File: config.mk
export PLATFORM = sky130hd
export DESIGN_NAME = mem_access_arbiter_flat
export DESIGN_NICKNAME = d
export VERILOG_FILES = /design/src/rtl/mem_access_arbiter_if.sv /design/src/rtl/mem_access_arbiter.sv /design/src/flat_wrapper.sv
export SDC_FILE = /design/constraint.sdc
export NUM_CORES = 1
export LEC_CHECK = 0
export CORE_MARGIN = 3
export CORE_UTILIZATION = 37
export DETAILED_ROUTE_END_ITERATION = 10
export HOLD_SLACK_MARGIN = 0.06
export PLACE_DENSITY = 0.78
export SLEW_MARGIN = 30
export SYNTH_ARGS = -nofsm -noshare
export SYNTH_HDL_FRONTEND = slang
export SYNTH_SLANG_ARGS = --single-unit
File: constraint.sdc
create_clock -name clk -period 1.8 [get_ports clk]
set_input_delay 0.18 -clock clk [delete_from_list [all_inputs] [get_ports clk]]
set_output_delay 0.18 -clock clk [all_outputs]
set_load 0.01 [all_outputs]
File: src/rtl/mem_access_arbiter_if.sv
// Bus bundle between the CPU fetch/data ports, the arbiter and the unified memory.
interface mem_access_arbiter_if #(
  parameter int AW = 32,
  parameter int DW = 32
);
  logic          i_req;
  logic [AW-1:0] i_addr;
  logic          i_ack;
  logic [DW-1:0] i_rdata;
  logic          d_req;
  logic          d_we;
  logic [AW-1:0] d_addr;
  logic [DW-1:0] d_wdata;
  logic          d_ack;
  logic [DW-1:0] d_rdata;
  logic          mem_cs;
  logic          mem_r;
  logic          mem_w;
  logic [AW-1:0] mem_addr;
  logic [DW-1:0] mem_wdata;
  logic [DW-1:0] mem_rdata;

  modport slave (
    input  i_req, i_addr, d_req, d_we, d_addr, d_wdata, mem_rdata,
    output i_ack, i_rdata, d_ack, d_rdata, mem_cs, mem_r, mem_w, mem_addr, mem_wdata
  );

  modport master (
    output i_req, i_addr, d_req, d_we, d_addr, d_wdata, mem_rdata,
    input  i_ack, i_rdata, d_ack, d_rdata, mem_cs, mem_r, mem_w, mem_addr, mem_wdata
  );
endinterface

File: src/rtl/mem_access_arbiter.sv
// Arbitrates CPU fetch and data ports onto one fixed-latency single-port memory.
// Optional macro MEM_ARB_RR_EN: round-robin between simultaneous requests.
module mem_access_arbiter #(
  parameter int MEM_LAT = 2,
  parameter int AW      = 32,
  parameter int DW      = 32
) (
  input logic                  clk,
  input logic                  rst,
  mem_access_arbiter_if.slave  bus
);

  typedef enum logic [1:0] {IDLE, ACCESS, RESP} state_t;
  typedef enum logic {GNT_I, GNT_D} gnt_t;

  localparam logic [3:0] LAST = 4'(MEM_LAT - 1);

  state_t        state, state_n;
  gnt_t          gnt, gnt_n;
  logic [3:0]    cnt, cnt_n;
  logic          i_ack, i_ack_n, d_ack, d_ack_n;
  logic          mem_cs, mem_cs_n, mem_r, mem_r_n, mem_w, mem_w_n;
  logic [AW-1:0] mem_addr, mem_addr_n;
  logic [DW-1:0] mem_wdata, mem_wdata_n;
  logic [DW-1:0] i_rdata, i_rdata_n, d_rdata, d_rdata_n;
  logic          pick_d;

  always_ff @(posedge clk) begin
    if (!rst) begin
      state     <= IDLE;
      gnt       <= GNT_I;
      cnt       <= '0;
      i_ack     <= 1'b0;
      d_ack     <= 1'b0;
      mem_cs    <= 1'b0;
      mem_r     <= 1'b0;
      mem_w     <= 1'b0;
      mem_addr  <= '0;
      mem_wdata <= '0;
      i_rdata   <= '0;
      d_rdata   <= '0;
    end else begin
      state     <= state_n;
      gnt       <= gnt_n;
      cnt       <= cnt_n;
      i_ack     <= i_ack_n;
      d_ack     <= d_ack_n;
      mem_cs    <= mem_cs_n;
      mem_r     <= mem_r_n;
      mem_w     <= mem_w_n;
      mem_addr  <= mem_addr_n;
      mem_wdata <= mem_wdata_n;
      i_rdata   <= i_rdata_n;
      d_rdata   <= d_rdata_n;
    end
  end

  // gnt keeps the most recent grant while idle, so it doubles as last-grant.
`ifdef MEM_ARB_RR_EN
  assign pick_d = bus.d_req && (!bus.i_req || gnt == GNT_I);
`else
  assign pick_d = bus.d_req;
`endif

  always_comb begin
    state_n     = state;
    gnt_n       = gnt;
    cnt_n       = cnt;
    i_ack_n     = 1'b0;
    d_ack_n     = 1'b0;
    mem_cs_n    = mem_cs;
    mem_r_n     = mem_r;
    mem_w_n     = mem_w;
    mem_addr_n  = mem_addr;
    mem_wdata_n = mem_wdata;
    i_rdata_n   = i_rdata;
    d_rdata_n   = d_rdata;
    case (state)
      IDLE: begin
        if (pick_d) begin
          gnt_n       = GNT_D;
          mem_addr_n  = bus.d_addr;
          mem_wdata_n = bus.d_wdata;
          mem_cs_n    = 1'b1;
          mem_r_n     = !bus.d_we;
          mem_w_n     = bus.d_we;
          cnt_n       = '0;
          state_n     = ACCESS;
        end else if (bus.i_req) begin
          gnt_n       = GNT_I;
          mem_addr_n  = bus.i_addr;
          mem_cs_n    = 1'b1;
          mem_r_n     = 1'b1;
          mem_w_n     = 1'b0;
          cnt_n       = '0;
          state_n     = ACCESS;
        end
      end
      ACCESS: begin
        cnt_n = cnt + 4'd1;
        if (cnt == LAST) begin
          if (gnt == GNT_I) begin
            i_rdata_n = bus.mem_rdata;
            i_ack_n   = 1'b1;
          end else begin
            if (mem_r) d_rdata_n = bus.mem_rdata;
            d_ack_n = 1'b1;
          end
          mem_cs_n = 1'b0;
          mem_r_n  = 1'b0;
          mem_w_n  = 1'b0;
          state_n  = RESP;
        end
      end
      RESP:    state_n = IDLE;
      default: state_n = IDLE;
    endcase
  end

  assign bus.i_ack     = i_ack;
  assign bus.d_ack     = d_ack;
  assign bus.i_rdata   = i_rdata;
  assign bus.d_rdata   = d_rdata;
  assign bus.mem_cs    = mem_cs;
  assign bus.mem_r     = mem_r;
  assign bus.mem_w     = mem_w;
  assign bus.mem_addr  = mem_addr;
  assign bus.mem_wdata = mem_wdata;

endmodule

File: src/flat_wrapper.sv
// flat-port wrapper written by rule: the top's interface ports become plain ports
module mem_access_arbiter_flat 
#(
  parameter int MEM_LAT = 2,
  parameter int AW      = 32,
  parameter int DW      = 32
)
  (clk, rst, bus_i_req, bus_i_addr, bus_d_req, bus_d_we, bus_d_addr, bus_d_wdata, bus_mem_rdata, bus_i_ack, bus_i_rdata, bus_d_ack, bus_d_rdata, bus_mem_cs, bus_mem_r, bus_mem_w, bus_mem_addr, bus_mem_wdata);
  mem_access_arbiter_if #(.AW(AW), .DW(DW)) bus_i ();
  input logic clk;
  input logic rst;
  input wire logic [$bits(bus_i.i_req)-1:0] bus_i_req;
  input wire logic [$bits(bus_i.i_addr)-1:0] bus_i_addr;
  input wire logic [$bits(bus_i.d_req)-1:0] bus_d_req;
  input wire logic [$bits(bus_i.d_we)-1:0] bus_d_we;
  input wire logic [$bits(bus_i.d_addr)-1:0] bus_d_addr;
  input wire logic [$bits(bus_i.d_wdata)-1:0] bus_d_wdata;
  input wire logic [$bits(bus_i.mem_rdata)-1:0] bus_mem_rdata;
  output wire logic [$bits(bus_i.i_ack)-1:0] bus_i_ack;
  output wire logic [$bits(bus_i.i_rdata)-1:0] bus_i_rdata;
  output wire logic [$bits(bus_i.d_ack)-1:0] bus_d_ack;
  output wire logic [$bits(bus_i.d_rdata)-1:0] bus_d_rdata;
  output wire logic [$bits(bus_i.mem_cs)-1:0] bus_mem_cs;
  output wire logic [$bits(bus_i.mem_r)-1:0] bus_mem_r;
  output wire logic [$bits(bus_i.mem_w)-1:0] bus_mem_w;
  output wire logic [$bits(bus_i.mem_addr)-1:0] bus_mem_addr;
  output wire logic [$bits(bus_i.mem_wdata)-1:0] bus_mem_wdata;
  assign bus_i.i_req = bus_i_req;
  assign bus_i.i_addr = bus_i_addr;
  assign bus_i.d_req = bus_d_req;
  assign bus_i.d_we = bus_d_we;
  assign bus_i.d_addr = bus_d_addr;
  assign bus_i.d_wdata = bus_d_wdata;
  assign bus_i.mem_rdata = bus_mem_rdata;
  assign bus_i_ack = bus_i.i_ack;
  assign bus_i_rdata = bus_i.i_rdata;
  assign bus_d_ack = bus_i.d_ack;
  assign bus_d_rdata = bus_i.d_rdata;
  assign bus_mem_cs = bus_i.mem_cs;
  assign bus_mem_r = bus_i.mem_r;
  assign bus_mem_w = bus_i.mem_w;
  assign bus_mem_addr = bus_i.mem_addr;
  assign bus_mem_wdata = bus_i.mem_wdata;
  mem_access_arbiter #(.MEM_LAT(MEM_LAT), .AW(AW), .DW(DW)) u_core (.clk(clk), .rst(rst), .bus(bus_i));
endmodule
# Word level (Yosys, flattened, before mapping)
# Index checks and enable logic that the tools add are counted.
[op_classes]
addsub = 1
n_eq_ne = 4
n_mux = 21
bitwise = 1
reduce_logical = 12
[ops]
columns = ["cell", "count"]
rows = [
  ["$mux 32", 2],
  ["$mux 1", 9],
  ["$reduce_and 3->1", 3],
  ["$mux 4", 2],
  ["$pmux 4 s2", 1],
  ["$reduce_and 2->1", 4],
  ["$mux 2", 3],
  ["$pmux 1 s2", 3],
  ["$add 4x1->4 const B", 1],
  ["$eq 4x1->1 const B", 1],
  ["$pmux 2 s2", 1],
  ["$reduce_and 4->1", 1],
  ["$reduce_bool 2->1", 2],
  ["$ne 3x3->1 const B", 1],
  ["$eq 2x1->1 const B", 1],
  ["$logic_not 2->1", 1],
  ["$ne 2x1->1 const B", 1],
  ["$logic_not 1->1", 1],
  ["$not 1->1", 1],
]
[totals]
register_bits = 140
in_bits = 133
out_inout_bits = 133
elab_cells = 51

# Longest topological paths before layout
# Gate-level depths: netlist of run 1.
[logic_depth]
word_depth = 3
depth_mapped = 7
mapped_depth_nobuf = 5

# Worst setup path before layout of run 1
# Ideal clock, no wire load.
[synth_path]
kind = "flip-flop to flip-flop"
start = "register u_core.cnt[0]"
end = "register u_core.d_rdata[10] (netlist: u_core.bus.d_rdata[10])"
arrival_time_ns = 1.709
required_ns = 1.728
slack_ns = 0.020
stages_incl_launch_ff = 7
n_path_buf = 2
synth_period_minus_slack_ns = 1.780
path_cell_list = "dfxtp_1 ha_1 or3b_1 buf_6 nor3_4 buf_8 mux2i_1"
[synth_via]
elab_chain_cells = 2
[synth_rtl]
columns = ["element", "line", "source"]
rows = [
  ["start: declaration", "mem_access_arbiter.sv:20", "logic [3:0] cnt, cnt_n;"],
  ["start signal: assignment", "mem_access_arbiter.sv:45", "cnt <= cnt_n;"],
  ["$eq 4x1->1", "mem_access_arbiter.sv:101", "if (cnt == LAST) begin"],
  ["$reduce_and 4->1 (no line)", "n/a", ""],
  ["end signal: assignment", "mem_access_arbiter.sv:54", "d_rdata <= d_rdata_n;"],
  ["end: declaration", "mem_access_arbiter.sv:25", "logic [DW-1:0] i_rdata, i_rdata_n, d_rdata, d_rdata_n;"],
]
# Every way passes these cells.
# A chain may end at the register's enable or synchronous reset.

# Final worst setup path of run 1
[layout_path]
start = "register u_core.cnt[1]"
end = "register u_core.d_rdata[11] (netlist: u_core.bus.d_rdata[11])"
# The elaborated chain is that of the path after synthesis.

==> results.md, run 1 <==
* Stages on worst setup path at 7
* P&R area growth vs syn at 62.5%
* Hold Crit Class: in -> reg
* Peak supply drop at roughly 550 uV
* Share of cells above drive strength 1 at between 7 and 8%
* Pre-CTS worst setup slack at -0.0139 ns
* Post-Synth XOR/XNOR Area at 0%
* GRT Resource Usage Total at 19.3%
* Post-Route WL at approximately 17000 um
* Vias in the first global route at between 5000 and 6000
* PwrDens at ~930 nW/um^2
* Fmax at 558 MHz
* CP Max Fanout at 6
* Hold_buf cts at 0
* Simple-gate share of the synthesized area at between 10% and 20%
* Worst slew pin tran at around 0.53 ns
* Crit path capture type: flop
* Clk_lat worst skew at between 0.4 and 0.5 ns
* Reg2reg path depth at 7
* Num rows at 44
* Vias/cell at 4.91
* CP required at 2.13 ns
* Run status: finished, final reports clean
* CTS tree: done
* Post-Route Skew at ~0.0070 ns
* Syn avg cell area at between 10 and 15 um^2
* Pin count of the biggest net entering global routing at 76
* Worst hold stages at 4
* Design Area, Final at about 9000 um^2
* CP Launch Type: flop
* Top Layer Used: met4
* Max_slew headroom at about 64%
* Fin worst setup slack at 0.00880 ns
* Total die area at between 15000 and 20000 um^2
* Met2 wire length at approximately 8200 um
* Mapped cell area at ~5600 um^2
* # DRC at 0
* FF+latch count, synth at 140
* Largest stage delay, worst path at roughly 0.41 ns
* DIE WIDTH at 129 um
* PortBufs at about 270
* Crit share post-route at roughly 100%
* Syn Nets at 687
* Die Height at roughly 130 um
* Vias at 4941
* Finished Core Util at about three fifths
* Final hold viol count at 0
* Synth unique cells at 37
* CTS Buf Count at 17
* Clk slew on worst S/H paths at about 0.060 ns
* H-tree depth at 4
* ANT nets after route at 0
* Max Slew Vio Count at 0
* CTS sink count at 140
* Critical path buffers and inverters at 3
* Worst hold margin at 0.167 ns
* 1st-iter DRT viols at 175
* First-pass GRT wire length at between 20000 and 30000 um
* WL met1 at between 6000 and 7000 um
* Pre-Repair DR Iteration Count at 7
* I/O pin count at 266
* MaxCap Viol Count at 0
* Critical Setup Path Class: reg -> reg
* Final setup viols at 0
* Routed len/inst at 16.6 um
* Initial Utilization at 38.0%
* YS warnings at 0
* Post-synthesis adder-cell area fraction at less than 1%
* Post-DP Area at between 8000 and 9000 um^2
* Multiplexer share of the synthesized area at between 20% and 30%
* Clock tree buffer depth at 2
* Initial antenna violation count at 0
* N_diodes at 0
* Cells after synthesis at approximately 550
* P_leak at 3.42 nW
* Total gr overflow at 0
* Nets@finish at between 900 and 1000
* Slowest CP cell: or3b_4
* Worst path top cell family by delay: simple AND/OR/NAND/NOR gates
* Seq/Total Area, Yosys at between 50% and 60%
* WL met3 at 1640 um
* Worst endpoint data arrival time at between 2 and 2.5 ns
* Post-DP HPWL at about 12000 um
* Largest family of logic cells by synthesized area: multiplexers
* Final Power at between 0.008 and 0.009 W
* GP Congestion at just under 0.8
* Tmin final at between 1.5 and 2 ns
* Core Region at 14600 um^2
* Worst-path cell chain: inv_2 > ha_1 > or3b_4 > nor3_4 > buf_6 > clkbuf_16 > mux2i_1
* Synth Area in Compound Gates at between 9 and 10%
* Clock Tree Root: clkbuf_16
## per-layer routing
metal | track usage [%] | vias to the layer above
met1 | 21.7 | 2273
met5 | 0 | -
li1 | - | 2424
met3 | 8.22 | 23
met4 | 6.49 | 0
met2 | 33.0 | 221
## worst register-to-register path, cell delays in order (launching register included)
cell and delay (ns):
dfxtp_2 0.33, inv_2 0.06, ha_1 0.12, or3b_4 0.41
nor3_4 0.25, buf_6 0.16, clkbuf_16 0.15, mux2i_1 0.22
## cells in the mapped netlist (all sizes together)
| cell | count | area [um^2] |
|---|---|---|
| a211oi | 33 | 248 |
| a21boi | 1 | 7.51 |
| a21o | 1 | 8.76 |
| a21oi | 35 | 175 |
| a311o | 1 | 10.0 |
| a31o | 1 | 8.76 |
| and2 | 2 | 12.5 |
| and4 | 1 | 8.76 |
| buf | 24 | 181 |
| clkbuf | 19 | 71.3 |
| clkinv | 1 | 3.75 |
| dfxtp | 140 | 2800 |
| dlygate4sd1 | 1 | 8.76 |
| dlymetal6s2s | 3 | 37.5 |
| ha | 2 | 25.0 |
| inv | 1 | 3.75 |
| mux2i | 128 | 1280 |
| nand2 | 102 | 383 |
| nand2b | 1 | 6.26 |
| nand3 | 2 | 10.0 |
| nand4 | 1 | 6.26 |
| nor2 | 35 | 131 |
| nor2b | 1 | 6.26 |
| nor3 | 4 | 42.5 |
| nor3b | 1 | 7.51 |
| nor4 | 2 | 12.5 |
| o211a | 1 | 10.0 |
| o21a | 2 | 15.0 |
| o21ai | 2 | 10.0 |
| o31ai | 2 | 15.0 |
| or2 | 1 | 6.26 |
| or3b | 1 | 8.76 |
## path summary, 6_finish.rpt
| check | startpoint | to | slack [ns] |
|---|---|---|---|
| worst max-delay path | u_core.cnt[1] | u_core.bus.d_rdata[11] | 0.009 |
| worst min-delay path | bus_d_req | u_core.bus.mem_r | 0.17 |
| worst max register to register | u_core.cnt[1] | u_core.bus.d_rdata[11] | 0.009 |
| worst min register to register | u_core.bus.d_rdata[29] | u_core.bus.d_rdata[29] | 0.46 |
## logic make-up after synthesis
family / count (synthesis)
AND/OR/NAND/NOR: 154
flip-flops: 140
multiplexers: 128
AO/OA/AOI/OAI: 79
buffers and inverters: 49
adder cells (fa/ha/maj): 2
## power breakdown
part           switching [W]  internal, W  leakage, nW  total [W]
clock                0.00129      0.00238        0.303    0.00367
combinational       0.000599     0.000787         1.97    0.00139
sequential          0.000105      0.00328         1.14    0.00338
total                0.00199      0.00645         3.42    0.00844
## state kept, by name (all words and copies together) (netlist names)
name,count
u_core.bus.d_rdata,32
u_core.bus.i_rdata,32
u_core.bus.mem_addr,32
u_core.bus.mem_wdata,32
u_core.cnt,4
u_core.state,2
u_core.bus.d_ack,1
u_core.bus.i_ack,1
u_core.bus.mem_cs,1
u_core.bus.mem_r,1
u_core.bus.mem_w,1
u_core.gnt,1
## through the flow
| step | TNS, ns | cells |
|---|---|---|
| 6_report | 0 | 1006 |
| 5_1_grt | -0.0523 | 1006 |
| 3_5_place_dp | -0.0218 | 971 |
| 2_1_floorplan | 0 | 552 |
| 3_3_place_gp | 0 | 971 |
| 4_1_cts | 0 | 1003 |
## area by class of cell
class	instances	area, um^2
fillers	1172	5600
flip-flops and latches	140	2800
well taps	184	230
inverters	2	7.51
clock buffers	20	457
multi-input cells	363	2470
repair buffers	287	2910
clock inverters	10	164
## placed cells by master (no fill, tap or decap), types with 3 or more instances in the layout
cell type / Yosys / layout
a21oi_1: 35 / 35
clkbuf_16: 0 / 19
dfxtp_1: 140 / 139
clkdlybuf4s50_1: 0 / 263
a211oi_1: 33 / 33
buf_4: 1 / 15
buf_12: 0 / 3
mux2i_1: 128 / 127
nand2_1: 102 / 102
bufinv_16: 0 / 4
nor2_1: 35 / 34
## timing repair
action	CTS	global route
cloned	1	2
resized for setup	1	6
pin swaps	1	2
buffers inserted	1	2
setup endpoints to repair	19	46
Power figures use the tool's default switching activity.
==> inputs of run 2 (changes only) <==
--- a/config.mk
+++ b/config.mk
@@ -6,10 +6,10 @@
 export NUM_CORES = 1
 export LEC_CHECK = 0
 export CORE_MARGIN = 3
-export CORE_UTILIZATION = 37
+export CORE_UTILIZATION = 44
 export DETAILED_ROUTE_END_ITERATION = 10
 export HOLD_SLACK_MARGIN = 0.06
-export PLACE_DENSITY = 0.78
+export PLACE_DENSITY = 0.87
 export SLEW_MARGIN = 30
 export SYNTH_ARGS = -nofsm -noshare
 export SYNTH_HDL_FRONTEND = slang
==> constraint.sdc (replaced) <==
create_clock -name clk -period 2.3 [get_ports clk]
set_input_delay 0.23 -clock clk [delete_from_list [all_inputs] [get_ports clk]]
set_output_delay 0.23 -clock clk [all_outputs]
set_load 0.01 [all_outputs]
==> run 2 against run 1 <==
Against the previous run: critical path type unchanged; combinational power down 24%; critical endpoint is now u_core.bus.i_rdata[5]; critical path depth down 2; utilization increased by 11 points; worst setup slack better by 0.35 ns; wire length is 4.0% lower; highest routed layer unchanged; sequential share of layout area increased by 0.63 points; hold slack gained 0.013 ns.
==> results.md, run 2 (same netlist as run 1, synthesis figures left out) <==
* Run status: finished, final reports clean (unchanged)
* Final setup viols at 0 (unchanged)
* Clock tree buffer depth at 2 (unchanged)
* Core Region at 12200 um^2 (was 14600 um^2)
* Initial Utilization at 45.6% (was 38.0%)
* Critical Setup Path Class: reg -> reg (unchanged)
* Pin count of the biggest net entering global routing at 53 (was 76)
* DIE WIDTH at 118 um (was 129 um)
* Largest stage delay, worst path at 0.49 ns (was 0.41 ns)
* Slowest CP cell: or3b_1 (was or3b_4)
* I/O pin count at 266 (unchanged)
* Die Height at 118 um (was 129 um)
* Post-CTS sizing at 0 (was 1)
* Hold_buf cts at 0 (unchanged)
* Peak supply drop at 505 uV (was 553 uV)
* Clock Tree Root: clkbuf_16 (unchanged)
* P&R area growth vs syn at 59.2% (was 62.5%)
* CP Launch Type: flop (unchanged)
* Max_slew headroom at 63.2% (was 64.5%)
* Vias/cell at 5.06 (was 4.91)
* # DRC at 0 (unchanged)
* P_leak at 3.33 nW (was 3.42 nW)
* Total die area at 14000 um^2 (was 16500 um^2)
* Crit path capture type: flop (unchanged)
* ANT nets after route at 0 (unchanged)
* Postcts setup bufs at 0 (was 1)
* H-tree depth at 4 (unchanged)
* Total gr overflow at 0 (unchanged)
* Post-Route WL at 16100 um (was 16700 um)
* Most common cell after layout, fill and taps aside: clkdlybuf4s50_1 (unchanged)
* Worst path top cell family by delay: simple AND/OR/NAND/NOR gates (unchanged)
* Post-DP HPWL at 12200 um (was 12100 um)
* Tmin final at 1.94 ns (was 1.79 ns)
* Worst slew pin tran at 0.552 ns (was 0.533 ns)
* CTS sink count at 140 (unchanged)
* Crit share post-route at 84.4% (was 99.5%)
* Nets@finish at 936 (was 946)
* CTS tree: done (unchanged)
* Commonest cells after routing, fill and taps aside: 263 x clkdlybuf4s50_1, 140 x dfxtp_1, 128 x mux2i_1 (was 263 x clkdlybuf4s50_1, 139 x dfxtp_1, 127 x mux2i_1)
* Final hold viol count at 0 (unchanged)
* Worst endpoint data arrival time at 2.26 ns (was 2.12 ns)
* Pre-Repair DR Iteration Count at 5 (was 7)
* Fmax at 515 MHz (was 558 MHz)
* First-pass GRT wire length at 26000 um (was 25400 um)
* Clk_lat worst skew at 0.41 ns (about the same)
* 1st-iter DRT viols at 301 (was 175)
* Critical path buffers and inverters at 1 (was 3)
* RSZ-0062 raised after global routing: false
* CP Max Fanout at 32 (was 6)
* CP required at 2.62 ns (was 2.13 ns)
* CTS Buf Count at 17 (unchanged)
* N_diodes at 0 (unchanged)
* Worst-path cell chain: ha_1 > or3b_1 > nor3_4 > buf_12 > mux2i_1 (was inv_2 > ha_1 > or3b_4 > nor3_4 > buf_6 > clkbuf_16 > mux2i_1)
* MaxCap Viol Count at 0 (unchanged)
* Vias at 4959 (was 4941)
* GRT Resource Usage Total at 23.0% (was 19.3%)
* PortBufs at 265 (unchanged)
* Num rows at 40 (was 44)
* GP Congestion at 0.777 (was 0.779)
* Initial antenna violation count at 0 (unchanged)
* Layout fillers at 891 (was 1172)
* Post-Route Skew at 0.00477 ns (was 0.00702 ns)
* Vias in the first global route at 5142 (was 5030)
* PwrDens at 736 nW/um^2 (was 933 nW/um^2)
* Routed len/inst at 16.4 um (was 16.6 um)
* Clk slew on worst S/H paths at 0.05 ns (was 0.06 ns)
* Hold Crit Class: in -> reg (unchanged)
* Final Power at 0.00652 W (was 0.00844 W)
* Setup TNS at 0 ns (unchanged)
* Max Slew Vio Count at 0 (unchanged)
* Share of cells above drive strength 1 at 5.91% (was 7.79%)
## run 2: cell types whose count changed in the layout (fill, tap and decap cells not counted), sizes merged
| cell | before | now |
|---|---|---|
| buf | 22 | 14 |
| inv | 4 | 2 |
| clkbuf | 22 | 23 |
| clkinv | 3 | 2 |
## run 2: routing by layer
| layer | GRT usage (%) | share of wire [%] | vias up |
|---|---|---|---|
| li1 | - | - | 2405 |
| met1 | 24.1 | 37 | 2314 |
| met2 | 41.9 | 52 | 213 |
| met3 | 8.85 | 8.6 | 27 |
| met4 | 8.25 | 2.2 | 0 |
| met5 | 0 | 0 | - |
## run 2: final cells by class
cell class	count	area, um^2	area share (%)
Clock buffer	23	478	5.40
Clock inverter	7	138	1.55
Inverter	2	7.51	0.0848
Multi-Input combinational cell	363	2460	27.8
Sequential cell	140	2800	31.6
Tap cell	168	210	2.37
Timing Repair Buffer	277	2760	31.1
## run 2: report_power, final
part           internal [W]  leakage [nW]  total (W)  switching, W
logic              0.000589          1.89    0.00105      0.000459
registers           0.00257          1.14    0.00265     0.0000811
clock network       0.00188         0.299    0.00282      0.000935
total               0.00504          3.33    0.00652       0.00148
## run 2: per-stage QoR
| stage | instance area, um^2 | setup WS (ns) | instances | util (%) | hold slack (ns) |
|---|---|---|---|---|---|
| after global placement | 8240 | 0.492 | 950 | 67.5 | 0.442 |
| after CTS | 8860 | 0.343 | 980 | 72.5 | 0.153 |
| after global routing | 8860 | 0.231 | 980 | 72.5 | 0.185 |
| after floorplan | 5570 | 0.520 | 552 | - | 0.371 |
| after detailed placement | 8240 | 0.384 | 950 | 67.5 | 0.445 |
| final | 8860 | 0.359 | 980 | 72.5 | 0.180 |
## run 2: final timing paths
check / endpoint / cells after the start / start / slack, ns
min: u_core.bus.mem_r / 4 / bus_d_req / 0.18
min reg2reg: u_core.bus.d_rdata[6] / 2 / u_core.bus.d_rdata[6] / 0.45
max reg2reg: u_core.bus.i_rdata[5] / 5 / u_core.cnt[0] / 0.36
max: u_core.bus.i_rdata[5] / 5 / u_core.cnt[0] / 0.36
## run 2: tightest hold or removal path, cell delays in order
cell	delay, ns
buf_2	0.11
nand2_1	0.05
nand4_1	0.08
o31ai_1	0.06
